File: src/rtl/link_partner.sv
// Far end of the DMG link-cable serial port: exchanges one byte per transfer, MSB first,
// either following the DMG's SCK (slave) or generating SCK itself (master).
module link_partner #(
  parameter int          HALF_PERIOD = 4,
  parameter logic [7:0]  IDLE_BYTE   = 8'hFF
) (
  input  logic       clk,
  input  logic       reset,
  input  logic       master_en,
  input  logic [7:0] tx_data,
  input  logic       tx_valid,
  output logic       tx_ready,
  output logic [7:0] rx_data,
  output logic       rx_valid,
  output logic       busy,
  input  logic       sck_in,
  output logic       sck_out,
  output logic       sck_oe,
  input  logic       si,
  output logic       so
);

  localparam int HW = $clog2(HALF_PERIOD + 1);

  typedef enum logic [1:0] {IDLE, SHIFT, M_LOW, M_HIGH} state_t;

  state_t        state, next_state;
  logic          sck_s1, sck_s2, sck_d;
  logic          si_s1, si_s2;
  logic          buf_full;
  logic [7:0]    buf_data;
  logic [7:0]    shreg;
  logic [3:0]    cnt;
  logic [HW-1:0] hcnt;

  logic       sck_fall, sck_rise, half_done, accept;
  logic       commit, start_master, shift_en, so_load, done;
  logic [7:0] commit_byte, done_byte;

  assign sck_fall    = sck_d & ~sck_s2;
  assign sck_rise    = ~sck_d & sck_s2;
  assign half_done   = (hcnt == HW'(HALF_PERIOD - 1));
  assign accept      = tx_valid & ~buf_full;
  assign tx_ready    = ~buf_full;
  assign busy        = (state != IDLE);
  assign commit_byte = buf_full ? buf_data : IDLE_BYTE;
  // Slave completes on the 8th rising edge itself, so the last bit is folded in here.
  assign done_byte   = (state == SHIFT) ? {shreg[6:0], si_s2} : shreg;

  always_ff @(posedge clk) begin
    if (reset) begin
      state <= IDLE;
    end else begin
      state <= next_state;
    end
  end

  always_comb begin
    next_state = state;
    case (state)
      IDLE: begin
        if (master_en) begin
          if (buf_full) next_state = M_LOW;
        end else if (sck_fall) begin
          next_state = SHIFT;
        end
      end
      SHIFT:   if (sck_rise && cnt == 4'd7) next_state = IDLE;
      M_LOW:   if (half_done) next_state = M_HIGH;
      M_HIGH:  if (half_done) next_state = (cnt == 4'd8) ? IDLE : M_LOW;
      default: next_state = IDLE;
    endcase
  end

  always_comb begin
    commit       = (state == IDLE) && (next_state != IDLE);
    start_master = (state == IDLE) && (next_state == M_LOW);
    shift_en     = ((state == SHIFT) && sck_rise) || ((state == M_LOW) && half_done);
    so_load      = ((state == SHIFT) && sck_fall && cnt != 4'd0) ||
                   ((state == M_HIGH) && half_done && cnt != 4'd8);
    done         = ((state == SHIFT) && sck_rise && cnt == 4'd7) ||
                   ((state == M_HIGH) && half_done && cnt == 4'd8);
  end

  // Pin synchronisers; SCK and SI both idle high on the cable.
  always_ff @(posedge clk) begin
    if (reset) begin
      sck_s1 <= 1'b1;
      sck_s2 <= 1'b1;
      sck_d  <= 1'b1;
      si_s1  <= 1'b1;
      si_s2  <= 1'b1;
    end else begin
      sck_s1 <= sck_in;
      sck_s2 <= sck_s1;
      sck_d  <= sck_s2;
      si_s1  <= si;
      si_s2  <= si_s1;
    end
  end

  // A host byte accepted on a commit cycle with an empty buffer stays buffered for the next transfer.
  always_ff @(posedge clk) begin
    if (reset) begin
      buf_full <= 1'b0;
      buf_data <= 8'h00;
    end else begin
      if (commit) buf_full <= 1'b0;
      if (accept) begin
        buf_full <= 1'b1;
        buf_data <= tx_data;
      end
    end
  end

  always_ff @(posedge clk) begin
    if (reset) begin
      shreg    <= 8'h00;
      cnt      <= 4'd0;
      hcnt     <= '0;
      rx_data  <= 8'h00;
      rx_valid <= 1'b0;
      so       <= 1'b1;
      sck_out  <= 1'b1;
      sck_oe   <= 1'b0;
    end else begin
      rx_valid <= done;
      if (done) rx_data <= done_byte;

      if (commit) begin
        shreg <= commit_byte;
        so    <= commit_byte[7];
        cnt   <= 4'd0;
        hcnt  <= '0;
        if (start_master) begin
          sck_oe  <= 1'b1;
          sck_out <= 1'b0;
        end
      end else if (state == IDLE) begin
        so <= buf_full ? buf_data[7] : IDLE_BYTE[7];
      end else begin
        if (shift_en) begin
          shreg <= {shreg[6:0], si_s2};
          cnt   <= cnt + 4'd1;
        end
        if (so_load) so <= shreg[7];
        if (state == M_LOW || state == M_HIGH) begin
          hcnt <= half_done ? '0 : hcnt + HW'(1);
        end
        if (state == M_LOW && half_done) begin
          sck_out <= 1'b1;
        end else if (state == M_HIGH && half_done) begin
          sck_out <= (cnt == 4'd8);
          if (cnt == 4'd8) sck_oe <= 1'b0;
        end
      end
    end
  end

endmodule

File: config.mk
export PLATFORM = sky130hd
export DESIGN_NAME = link_partner
export DESIGN_NICKNAME = d
export VERILOG_FILES = /design/src/rtl/link_partner.sv
export SDC_FILE = /design/constraint.sdc
export NUM_CORES = 1
export LEC_CHECK = 0
export ABC_AREA = 1
export ABC_CLOCK_PERIOD_IN_PS = 1750
export BUFFER_PORTS_ARGS = -buffer_cell sky130_fd_sc_hd__buf_2
export CAP_MARGIN = 5
export CORE_MARGIN = 1
export CORE_UTILIZATION = 56
export CTS_CLUSTER_DIAMETER = 150
export CTS_CLUSTER_SIZE = 40
export DETAILED_ROUTE_END_ITERATION = 10
export PLACE_DENSITY = 0.82
export SYNTH_ARGS = -nofsm -noshare
export SYNTH_HDL_FRONTEND = slang
export SYNTH_SLANG_ARGS = --single-unit
File: constraint.sdc
create_clock -name clk -period 1.75 [get_ports clk]
set_clock_uncertainty 0.15 [all_clocks]
set_input_delay 0.175 -clock clk [delete_from_list [all_inputs] [get_ports clk]]
set_output_delay 0.175 -clock clk [all_outputs]
set_load 0.005 [all_outputs]
==> results of run 1 <==
-- cells in the final DEF, fill, tap and decap left out, drive strengths merged --
| cell | instances |
|---|---|
| clkinv | 1 |
| o21ai | 30 |
| nand3 | 13 |
| o22ai | 1 |
| clkbuf | 7 |
| nand2 | 63 |
| nor2 | 42 |
| a211o | 1 |
| inv | 19 |
| dfxtp | 43 |
| a22oi | 1 |
| ha | 3 |
| nand4 | 2 |
| nor3 | 2 |
| buf | 38 |
| a21oi | 9 |
| or2 | 12 |
| o21bai | 2 |
| xor2 | 1 |
| a31oi | 8 |
| dlygate4sd3 | 13 |
-- kinds of logic (layout without fill, tap and decap cells) --
kind of cell | Yosys count | count (layout)
AOI/OAI and AO/OA | 52 | 52
xor gates and xnor gates | 1 | 1
adders and majority gates | 3 | 3
buffers and inverters | 28 | 78
DFF | 43 | 43
and+or+nand+nor | 133 | 134
-- sequential cells by signal, summed over array words and instances, names as in the netlist, 2 cells and up --
register  cells
state         2
buf_data      8
shreg         8
rx_data       8
hcnt          3
cnt           4
-- layer usage --
layer	share of wire, %	up-vias	GRT usage [%]	wire length (um)
met1	46	827	28.89	1959
met3	4.3	8	7.036	183
met5	0	-	0	0
met4	1.6	0	7.468	70
met2	49	46	41.29	2085
li1	-	943	-	-
-- worst paths after layout --
| kind | cells past startpoint | slack (ns) | start | endpoint |
|---|---|---|---|---|
| worst min-delay path | 3 | 0.04 | master_en | sck_oe |
| worst max-delay path | 11 | 0.10 | cnt[0] | shreg[1] |
| worst max register to register | 11 | 0.10 | cnt[0] | shreg[1] |
| worst min register to register | 1 | 0.27 | si_s1 | si_s2 |
-- critical path, delay by kind of cell, from the launching register on --
kind                       cells  cell delay [ns]
AOI/OAI and AO/OA              2             0.25
and+or+nand+nor                6             0.46
buffers and inverters          2             0.23
DFF                            1             0.36
adders and majority gates      1             0.14
-- power groups by stage --
stage          Combinational [W]  Sequential, W  Clock (W)
2_1_floorplan           0.000284        0.00112          0
3_3_place_gp            0.000352        0.00113          0
3_5_place_dp            0.000364        0.00113          0
4_1_cts                 0.000400        0.00111   0.000528
5_1_grt                 0.000455        0.00112   0.000575
6_report                0.000407        0.00112   0.000528
-- per-stage QoR --
stage / instance area, um^2 / cells / hold WS (ns) / util (%) / total power [W]
4_1_cts: 2349 / 352 / 0.03677 / 70.38 / 0.002038
6_report: 2451 / 357 / 0.04020 / 73.45 / 0.002052
2_1_floorplan: 1949 / 260 / 0.1288 / - / 0.001404
3_5_place_dp: 2130 / 330 / 0.2143 / 63.82 / 0.001497
3_3_place_gp: 2130 / 330 / 0.2071 / 63.82 / 0.001483
5_1_grt: 2451 / 357 / 0.02902 / 73.45 / 0.002155
-- what timing repair did --
action,in CTS,in global routing
pin swaps,2,5
hold buffers,13,0
setup endpoints to repair,16,26
gates resized for setup,6,18
buffers inserted,1,4
hold endpoints to repair,16,0
gates cloned,0,1
-- layout make-up --
type                    count  area (um^2)
multi-input cells         190         1039
fillers                   261        885.9
flip-flops and latches     43        865.8
repair buffers             51        351.6
inverters                  19        73.82
well taps                  46        57.56
clock buffers               7        55.05
clock inverters             1        8.758
==> out/results.ini, run 1 <==
[clock_network]
clkSlewWorstSetupHoldPaths_ns = 0.13
clk_latency_ns = 0.37
h-tree-depth = 2
cts_root_buffer = clkbuf_4
max-clock-path-buffers = 2
cts_tree = done
clock_sinks = 43
cts_inserted_buffers = 5

[power_and_ir_drop]
power.share.switching_pct = 30.27
powerDensity_nw_per_um2 = 837.1
pwr-share-seq_pct = 54.4
leakagePower_nw = 1.059
intPower_w = 0.001431
p_clk_share_pct = 25.8
power.switching_w = 0.0006212
irDropWorstVdd_uv = 647.9
comb_power_share_pct = 19.9

[logic_synthesis]
syn-cell-area_um2 = 1949
yosysMostFrequentCell = nand2_1
yosys-top-cells-area = dfxtp_1 (44%), nand2_1 (11%), nor2_1 (7.7%)
synth_common_cells = nand2_1 (57), dfxtp_1 (43), nor2_1 (40)
yosysTopAreaCell = dfxtp_1
synth_top_family_by_area = simple AND/OR/NAND/NOR gates
synthMuxAreaShare_pct = 0
synth_simple_gate_area_share_pct = 31.26
netlist_instances = 260
synth_edf_count = 0
async_reset_ff_share_pct = 0
syn_avg_cell_area_um2 = 7.498
syn_nets = 277
synth_adder_area_share_pct = 1.926
synth_top_flop_cell = dfxtp_1
ys_ff_latch = 43
netlist.area_leader.share_pct = 44.16
synth-compound-area-share_pct = 15.60
synth_cell_types = 32
synthXorXnorAreaFrac_pct = 0.4493
yosysWarnings = 0
seq_area_frac_synth_pct = 44.16

[critical_path]
worstPathMaxFanout = 8
worst_ep_required_time_ns = 1.91
arrival_ns = 1.81
crit_chain = inv_4, ha_4, nand2_2, nor2_4, nand2_1, nand2_1, nand2_2, o21bai_4, buf_6, o21ai_1, nor2_1
cp_slowest_cell = dfxtp_2
cp_slowest_stage_delay_ns = 0.36
endpoint_kind = flop
critPathKind = flop to flop
worstSetupStartpointType = flop

[drt]
wl_per_cell_um = 12.04
drt_wl_total_um = 4298
drc_errors = 0
vias = 1824
firstDrtPassIters = 4
drt_iter0_drc = 76
ant_nets = 0
avgViaCountPerCell = 5.109

[timing]
worst_slew_pin_slew_ns = 0.3942
drv_slew = 0
timing.final.crit_share_pct = 94.19
setup-violations-final = 0
setup_slack_ns = 0.1017
fin_crit_ns = 1.648
tns_ns = 0
max_freq_mhz = 606.7
slew_headroom_pct = 73.62
final-hold-violation-count = 0

[hold_path]
hold_path.class = input port to flop

[global_route]
grt_pass1_wl_um = 6444
grt_pass1_vias = 1500
antenna_found_initial = 0
grt_usage_pct = 24.00
grt_overflow = 0
grt_max_degree = 22

[floorplan]
core_um2 = 3337
row_count = 21
io_pins = 28
start_util_pct = 58.42
dieWidth_um = 61
dieArea_um2 = 3721
die_h_um = 61

[final_layout]
drive_gt1_share_pct = 29.26
areaGrowthSynthToFinish_pct = 25.74
diodes = 0
layout.nets = 327

[status]
status = finished, final reports clean

[place]
pre_cts_ws_ns = -0.02849
io_buffers = 27
dp_hpwl_um = 2731
routabilityCongestion = 0.7879

[job]
maxCapViolCount = 0

Note: power is estimated with default switching activity, not from simulation.
==> run 2, diff against run 1 <==
ABC_AREA = unset   (was 1)
==> run 2 against run 1 <==
Against the previous run: area after synthesis fell by 2.1%; sequential share of layout area fell by 0.29 points; global-route usage rose by 0.76 points; die area fell by 2.1%; hold slack improved by 0.065 ns; first-iteration DRC count rose by 74%; synthesized cell count fell by 22%; largest cell class unchanged.
==> out/results.ini, run 2 <==
[logic_synthesis]
yosysMostFrequentCell = dfxtp_1  ; was nand2_1
yosysWarnings = 0  ; unchanged
yosysTopAreaCell = dfxtp_1  ; unchanged
syn_nets = 219  ; was 277
synth_edf_count = 0  ; unchanged
synth_top_flop_cell = dfxtp_1  ; unchanged
netlist.area_leader.share_pct = 45.11  ; was 44.16%
synth_cell_types = 42  ; was 32
netlist_instances = 202  ; was 260
ys_ff_latch = 43  ; unchanged
async_reset_ff_share_pct = 0  ; unchanged
syn_avg_cell_area_um2 = 9.446  ; was 7.498 um^2
yosys-top-cells-area = dfxtp_1 (45%), mux2i_1 (9.4%), a21oi_1 (6.3%)  ; was dfxtp_1 (44%), nand2_1 (11%), nor2_1 (7.7%)
seq_area_frac_synth_pct = 45.11  ; was 44.16%
syn-cell-area_um2 = 1908  ; was 1949 um^2
synth_common_cells = dfxtp_1 (43), a21oi_1 (24), nand2_1 (23)  ; was nand2_1 (57), dfxtp_1 (43), nor2_1 (40)

[timing]
drv_slew = 0  ; unchanged
slew_headroom_pct = 59.96  ; was 73.62%
max_freq_mhz = 576.3  ; was 606.7 MHz
timing.final.crit_share_pct = 99.15  ; was 94.19%
final-hold-violation-count = 0  ; unchanged
fin_crit_ns = 1.735  ; was 1.648 ns
setup-violations-final = 0  ; unchanged
whs_ns = 0.1049  ; was 0.04020 ns
worst_slew_pin_slew_ns = 0.5994  ; was 0.3942 ns

[clock_network]
cts_tree = done  ; unchanged
clkSlewWorstSetupHoldPaths_ns = 0.13  ; about the same
h-tree-depth = 2  ; unchanged
max-clock-path-buffers = 2  ; unchanged
cts_root_buffer = clkbuf_4  ; unchanged
clk_latency_ns = 0.36  ; was 0.37 ns
cts_inserted_buffers = 5  ; unchanged
clock_sinks = 43  ; unchanged

[drt]
ant_nets = 0  ; unchanged
avgViaCountPerCell = 5.387  ; was 5.109
drt_wl_total_um = 4261  ; was 4298 um
met2_length_um = 2000  ; was 2085 um
wl_met3_um = 220  ; was 183 um
firstDrtPassIters = 4  ; unchanged
highest_layer = met4  ; unchanged
drt_iter0_drc = 132  ; was 76
wl_met1_um = 1972  ; was 1959 um
drc_errors = 0  ; unchanged
wl_per_cell_um = 14.20  ; was 12.04 um
vias = 1616  ; was 1824

[final_layout]
final_common_cell = dfxtp_1  ; was nand2_1
reg.largest.list = buf_data: 8 flops, rx_data: 8 flops, shreg: 8 flops  ; unchanged
drive_gt1_share_pct = 32.42  ; was 29.26%
layout.nets = 272  ; was 327
fill_cells = 209  ; was 261
regArea_um2 = 868.3  ; was 865.8 um^2
fin_cells = 300  ; was 357
diodes = 0  ; unchanged
final_cell_mix = dfxtp_1 (37), buf_2 (27), nand2_1 (23)  ; was nand2_1 (54), dfxtp_1 (39), nor2_1 (38)
areaGrowthSynthToFinish_pct = 29.90  ; was 25.74%
multi_input_area_um2 = 1006  ; was 1039 um^2

[place]
io_buffers = 27  ; unchanged
dp_cells = 276  ; was 330
dp_hpwl_um = 2613  ; was 2731 um
routabilityCongestion = 0.8175  ; was 0.7879

[floorplan]
start_util_pct = 60.52  ; was 58.42%
dieArea_um2 = 3645  ; was 3721 um^2
die_h_um = 60.37  ; was 61 um
io_pins = 28  ; unchanged
core_um2 = 3153  ; was 3337 um^2
row_count = 20  ; was 21
dieWidth_um = 60.37  ; was 61 um

[critical_path]
arrival_ns = 1.86  ; was 1.81 ns
crit_chain = inv_2, ha_2, nand3b_1, o22ai_4, buf_12, a21oi_1, a311oi_1  ; was inv_4, ha_4, nand2_2, nor2_4, nand2_1, nand2_1, nand2_2, o21bai_4, buf_6, o21ai_1, nor2_1
cp_top_family = compound AO/OA/AOI/OAI gates  ; was simple AND/OR/NAND/NOR gates
r2r-start = cnt[0]  ; unchanged
critPathKind = flop to flop  ; unchanged
cp_slowest_cell = dfxtp_2  ; unchanged
endpoint_kind = flop  ; unchanged
worstPathMaxFanout = 9  ; was 8
regToRegSetupSlack_ns = 0.01  ; was 0.10 ns
cp_slowest_stage_delay_ns = 0.36  ; about the same
timing.rr.end = rx_data[1]  ; was shreg[1]
worst_ep_required_time_ns = 1.87  ; was 1.91 ns
cp_num_buf_inv = 2  ; unchanged
worstSetupStartpointType = flop  ; unchanged
r2r_cells = 7  ; was 11

[hold_path]
hold_path_depth = 4  ; was 3
hold_path.class = input port to flop  ; unchanged
holdCritStartpoint = tx_valid  ; was master_en
whs_endpoint = buf_data[6]  ; was sck_oe

[job]
maxCapViolCount = 0  ; unchanged

[power_and_ir_drop]
leakagePower_nw = 1.026  ; was 1.059 nW
irDropWorstVdd_uv = 560.2  ; was 647.9 uV
powerDensity_nw_per_um2 = 813.5  ; was 837.1 nW/um^2

[global_route]
grt_usage_pct = 24.75  ; was 24.00%
grt_pass1_vias = 1394  ; was 1500
antenna_found_initial = 0  ; unchanged
grt_max_degree = 28  ; was 22
grt_pass1_wl_um = 6479  ; was 6444 um
grt_overflow = 0  ; unchanged

[status]
status = finished, final reports clean  ; unchanged

-- run 2: changes by cell type after synthesis, sizes merged, moves of 7 or more --
cell and delta:
a31oi -8, nand2 -39, nor2 -33, or2 -7, inv -14, a21oi +16, a211oi +8, nand3 -10
mux2i +18, a311oi +8, o21ai -24
-- run 2: what timing repair did --
item / CTS / global route
gates resized for setup: 2 / 16
endpoints found under the setup margin: 2 / 17
gates cloned: 0 / 1
hold endpoints to repair: 16 / 0
buffers inserted: 0 / 3
pin swaps: 0 / 10
hold buffers: 12 / 0
-- run 2: cell families (layout without fill, tap and decap cells) --
| group | after synthesis | after routing | share of synthesized area (%) |
|---|---|---|---|
| buffers and inverters | 18 | 72 | 4.852 |
| flip-flops | 43 | 43 | 45.11 |
| AND/OR/NAND/NOR | 66 | 66 | 19.08 |
| XOR/XNOR | 2 | 2 | 0.9182 |
| multiplexers | 19 | 19 | 10.03 |
| AO/OA/AOI/OAI | 51 | 51 | 18.03 |
| adder cells (fa/ha/maj) | 3 | 3 | 1.967 |
-- run 2: worst max-delay path by stage --
stage             from          to  depth (start not counted)
3_5_place_dp   hcnt[0]      cnt[3]                          6
3_3_place_gp   hcnt[0]      cnt[3]                          6
2_1_floorplan   cnt[0]          so                          6
4_1_cts         cnt[0]          so                          6
6_report        cnt[0]  rx_data[1]                          7
5_1_grt         cnt[0]  rx_data[3]                          7
-- run 2: metrics by stage --
stage | setup WS (ns) | area [um^2] | power, W | TNS (ns) | utilization (%)
6_report | 0.01488 | 2479 | 0.002016 | 0 | 78.61
5_1_grt | -0.02630 | 2479 | 0.002125 | -0.1165 | 78.61
4_1_cts | 0.01198 | 2385 | 0.002001 | 0 | 75.63
3_5_place_dp | -0.005568 | 2166 | 0.001332 | -0.005568 | 68.69
3_3_place_gp | 0.05871 | 2166 | 0.001327 | 0 | 68.69
2_1_floorplan | 0.06798 | 1908 | 0.001250 | 0 | -
-- run 2: per-layer routing --
layer / up-vias / track usage [%]
li1: 827 / -
met1: 726 / 33.91
met2: 55 / 37.68
met3: 8 / 4.478
met4: 0 / 11.96
met5: - / 0
-- run 2: report_power, final --
part	internal (W)	switching (W)
logic	0.000143	0.000149
clock network	0.000338	0.000320
registers	0.00103	0.0000366
-- run 2: final cells by class --
cell class,count,share of cell area [%]
flip-flops and latches,43,35.03
well taps,44,2.221
clock inverters,2,1.413
clock buffers,6,2.070
inverters,6,0.9086
multi-input cells,141,40.59
repair buffers,58,17.77
-- run 2: worst reg2reg max path: stages, from the launching register on --
cell and delay, ns:
dfxtp_2 0.36, inv_2 0.07, ha_2 0.17, nand3b_1 0.19
o22ai_4 0.25, buf_12 0.16, a21oi_1 0.06, a311oi_1 0.24
==> run 3, diff against run 2 <==
CORE_UTILIZATION = 58   (was 56)
CTS_BUF_LIST = sky130_fd_sc_hd__clkbuf_4 sky130_fd_sc_hd__clkbuf_8   (was unset)
PLACE_DENSITY = 0.85   (was 0.82)
==> run 3 against run 2 <==
Against the previous run: the run now ends with setup timing left; non-clock buffer count is 1 lower; largest cell class unchanged; utilization is 0.41 points higher; routed wire length is 1.2% lower; via count is 0.87% higher; hold slack better by 0.0091 ns; critical path depth is 1 lower; register-to-register slack worse by 0.02 ns; sequential cell count stayed put; fmax is 1.1% lower; count of clock-buffer cells in the layout is 1 higher.
==> out/results.ini, run 3 (synthesis gave the netlist of run 2 again) <==
[clock_network]
clkSlewWorstSetupHoldPaths_ns = 0.12  ; was 0.13 ns
h-tree-depth = 2  ; unchanged
clk_latency_ns = 0.36  ; about the same
cts_tree = done  ; unchanged
clock_sinks = 43  ; unchanged
cts_root_buffer = clkbuf_4  ; unchanged
cts_inserted_buffers = 5  ; unchanged
max-clock-path-buffers = 2  ; unchanged

[status]
status = complete, but fails checks  ; was finished, final reports clean
violations = setup timing

[drt]
drc_errors = 0  ; unchanged
firstDrtPassIters = 4  ; unchanged
met2_length_um = 2030  ; was 2000 um
avgViaCountPerCell = 5.433  ; was 5.387
highest_layer = met4  ; unchanged
ant_nets = 0  ; unchanged
vias = 1630  ; was 1616
wl_met3_um = 170  ; was 220 um
wl_met1_um = 1940  ; was 1972 um
wl_per_cell_um = 14.03  ; was 14.20 um
drt_iter0_drc = 78  ; was 132
drt_wl_total_um = 4209  ; was 4261 um

[critical_path]
endpoint_kind = flop  ; unchanged
worstPathMaxFanout = 2  ; was 9
regToRegSetupSlack_ns = -0.004  ; was 0.01 ns
arrival_ns = 1.86  ; about the same
critPathKind = flop to flop  ; unchanged
r2r_cells = 6  ; was 7
worst_ep_required_time_ns = 1.86  ; was 1.87 ns
worstSetupStartpointType = flop  ; unchanged

[final_layout]
fin_cells = 300  ; unchanged
final_cell_mix = dfxtp_1 (40), buf_2 (27), nand2_1 (23), a21oi_1 (23), mux2i_1 (18)  ; was dfxtp_1 (37), buf_2 (27), nand2_1 (23)
diodes = 0  ; unchanged
finalCoreUtilization_pct = 79.02  ; was 78.61%
areaGrowthSynthToFinish_pct = 27.48  ; was 29.90%
final_common_cell = dfxtp_1  ; unchanged
drive_gt1_share_pct = 30.08  ; was 32.42%
layout.nets = 272  ; unchanged
reg.largest.list = buf_data: 8 flops, rx_data: 8 flops, shreg: 8 flops  ; unchanged

[timing]
final-hold-violation-count = 0  ; unchanged
max_freq_mhz = 570.0  ; was 576.3 MHz
timing.final.crit_share_pct = 100.2  ; was 99.15%
whs_ns = 0.1140  ; was 0.1049 ns
tns_ns = -0.004259  ; was 0 ns
fin_crit_ns = 1.754  ; was 1.735 ns
setup-violations-final = 1  ; was 0
setup_slack_ns = -0.004259  ; was 0.01488 ns
slew_headroom_pct = 60.33  ; was 59.96%
drv_slew = 0  ; unchanged
worst_slew_pin_slew_ns = 0.5939  ; was 0.5994 ns

[floorplan]
row_count = 20  ; unchanged
io_pins = 28  ; unchanged
start_util_pct = 61.99  ; was 60.52%
dieWidth_um = 59.36  ; was 60.37 um
dieArea_um2 = 3523  ; was 3645 um^2
core_um2 = 3078  ; was 3153 um^2
die_h_um = 59.36  ; was 60.37 um

[place]
dp_hpwl_um = 2832  ; was 2613 um
routabilityCongestion = 0.8647  ; was 0.8175
io_buffers = 27  ; unchanged
dp_cells = 276  ; unchanged

[power_and_ir_drop]
irDropWorstVdd_uv = 645.3  ; was 560.2 uV
leakagePower_nw = 1.006  ; was 1.026 nW
powerDensity_nw_per_um2 = 781.7  ; was 813.5 nW/um^2
finalPower_w = 0.001901  ; was 0.002016 W

[hold_path]
hold_path.class = input port to flop  ; unchanged
hold_path_depth = 4  ; unchanged

[global_route]
grt_overflow = 0  ; unchanged
antenna_found_initial = 0  ; unchanged
grt_max_degree = 28  ; unchanged
grt_pass1_wl_um = 6582  ; was 6479 um
grt_pass1_vias = 1519  ; was 1394
grt_usage_pct = 25.99  ; was 24.75%

[job]
maxCapViolCount = 0  ; unchanged

==> run 3: changes by cell type in the layout (fill, tap and decap cells not counted), sizes merged <==
cell / before / now
bufinv: 1 / 0
clkinv: 2 / 1
clkinvlp: 0 / 1
o22ai: 1 / 2
==> run 3: final timing paths <==
kind              startpoint          end
hold reg to reg       sck_s1       sck_s2
hold / removal      tx_valid  buf_data[2]
setup / recovery      cnt[1]           so
setup reg to reg      cnt[1]           so
==> run 3: cell type report <==
type	count	area, um^2
clock inverters	1	7.507
multi-input cells	142	1015
repair buffers	57	402.9
fillers	205	645.6
inverters	6	22.52
clock buffers	7	65.06
well taps	44	55.05
flip-flops and latches	43	864.6
==> run 3: repair_timing <==
item                                    4_1_cts  5_1_grt
resized for setup                             4        8
cloned                                        0        1
buffers inserted                              0        3
hold buffers                                 12        0
pin swaps                                     1        4
endpoints found under the setup margin        7       11
endpoints found under the hold margin        16        0
==> run 3: metrics by stage <==
stage	setup WS, ns	cell area [um^2]
after CTS	0.01116	2371
after detailed placement	-0.01464	2153
after floorplan	0.06798	1908
after global placement	0.01438	2153
final	-0.004259	2432
after global routing	-0.08579	2432
==> run 3: per-layer routing <==
layer | GRT usage [%] | up-vias
met1 | 31.49 | 742
met4 | 13.95 | 0
met2 | 43.66 | 46
met5 | 0 | -
li1 | - | 828
met3 | 4.585 | 14
==> run 3: where the power goes <==
group          internal (W)  switching, W
Sequential          0.00103     0.0000382
Clock              0.000235      0.000316
Combinational      0.000140      0.000143
Total               0.00140      0.000497
==> run 3: critical path, stage by stage (launching register included) <==
cell     delay [ns]
dfxtp_1        0.33
inv_1          0.09
ha_4           0.13
or3b_1         0.38
a21oi_2        0.18
a21oi_1        0.08
a311o_1        0.31
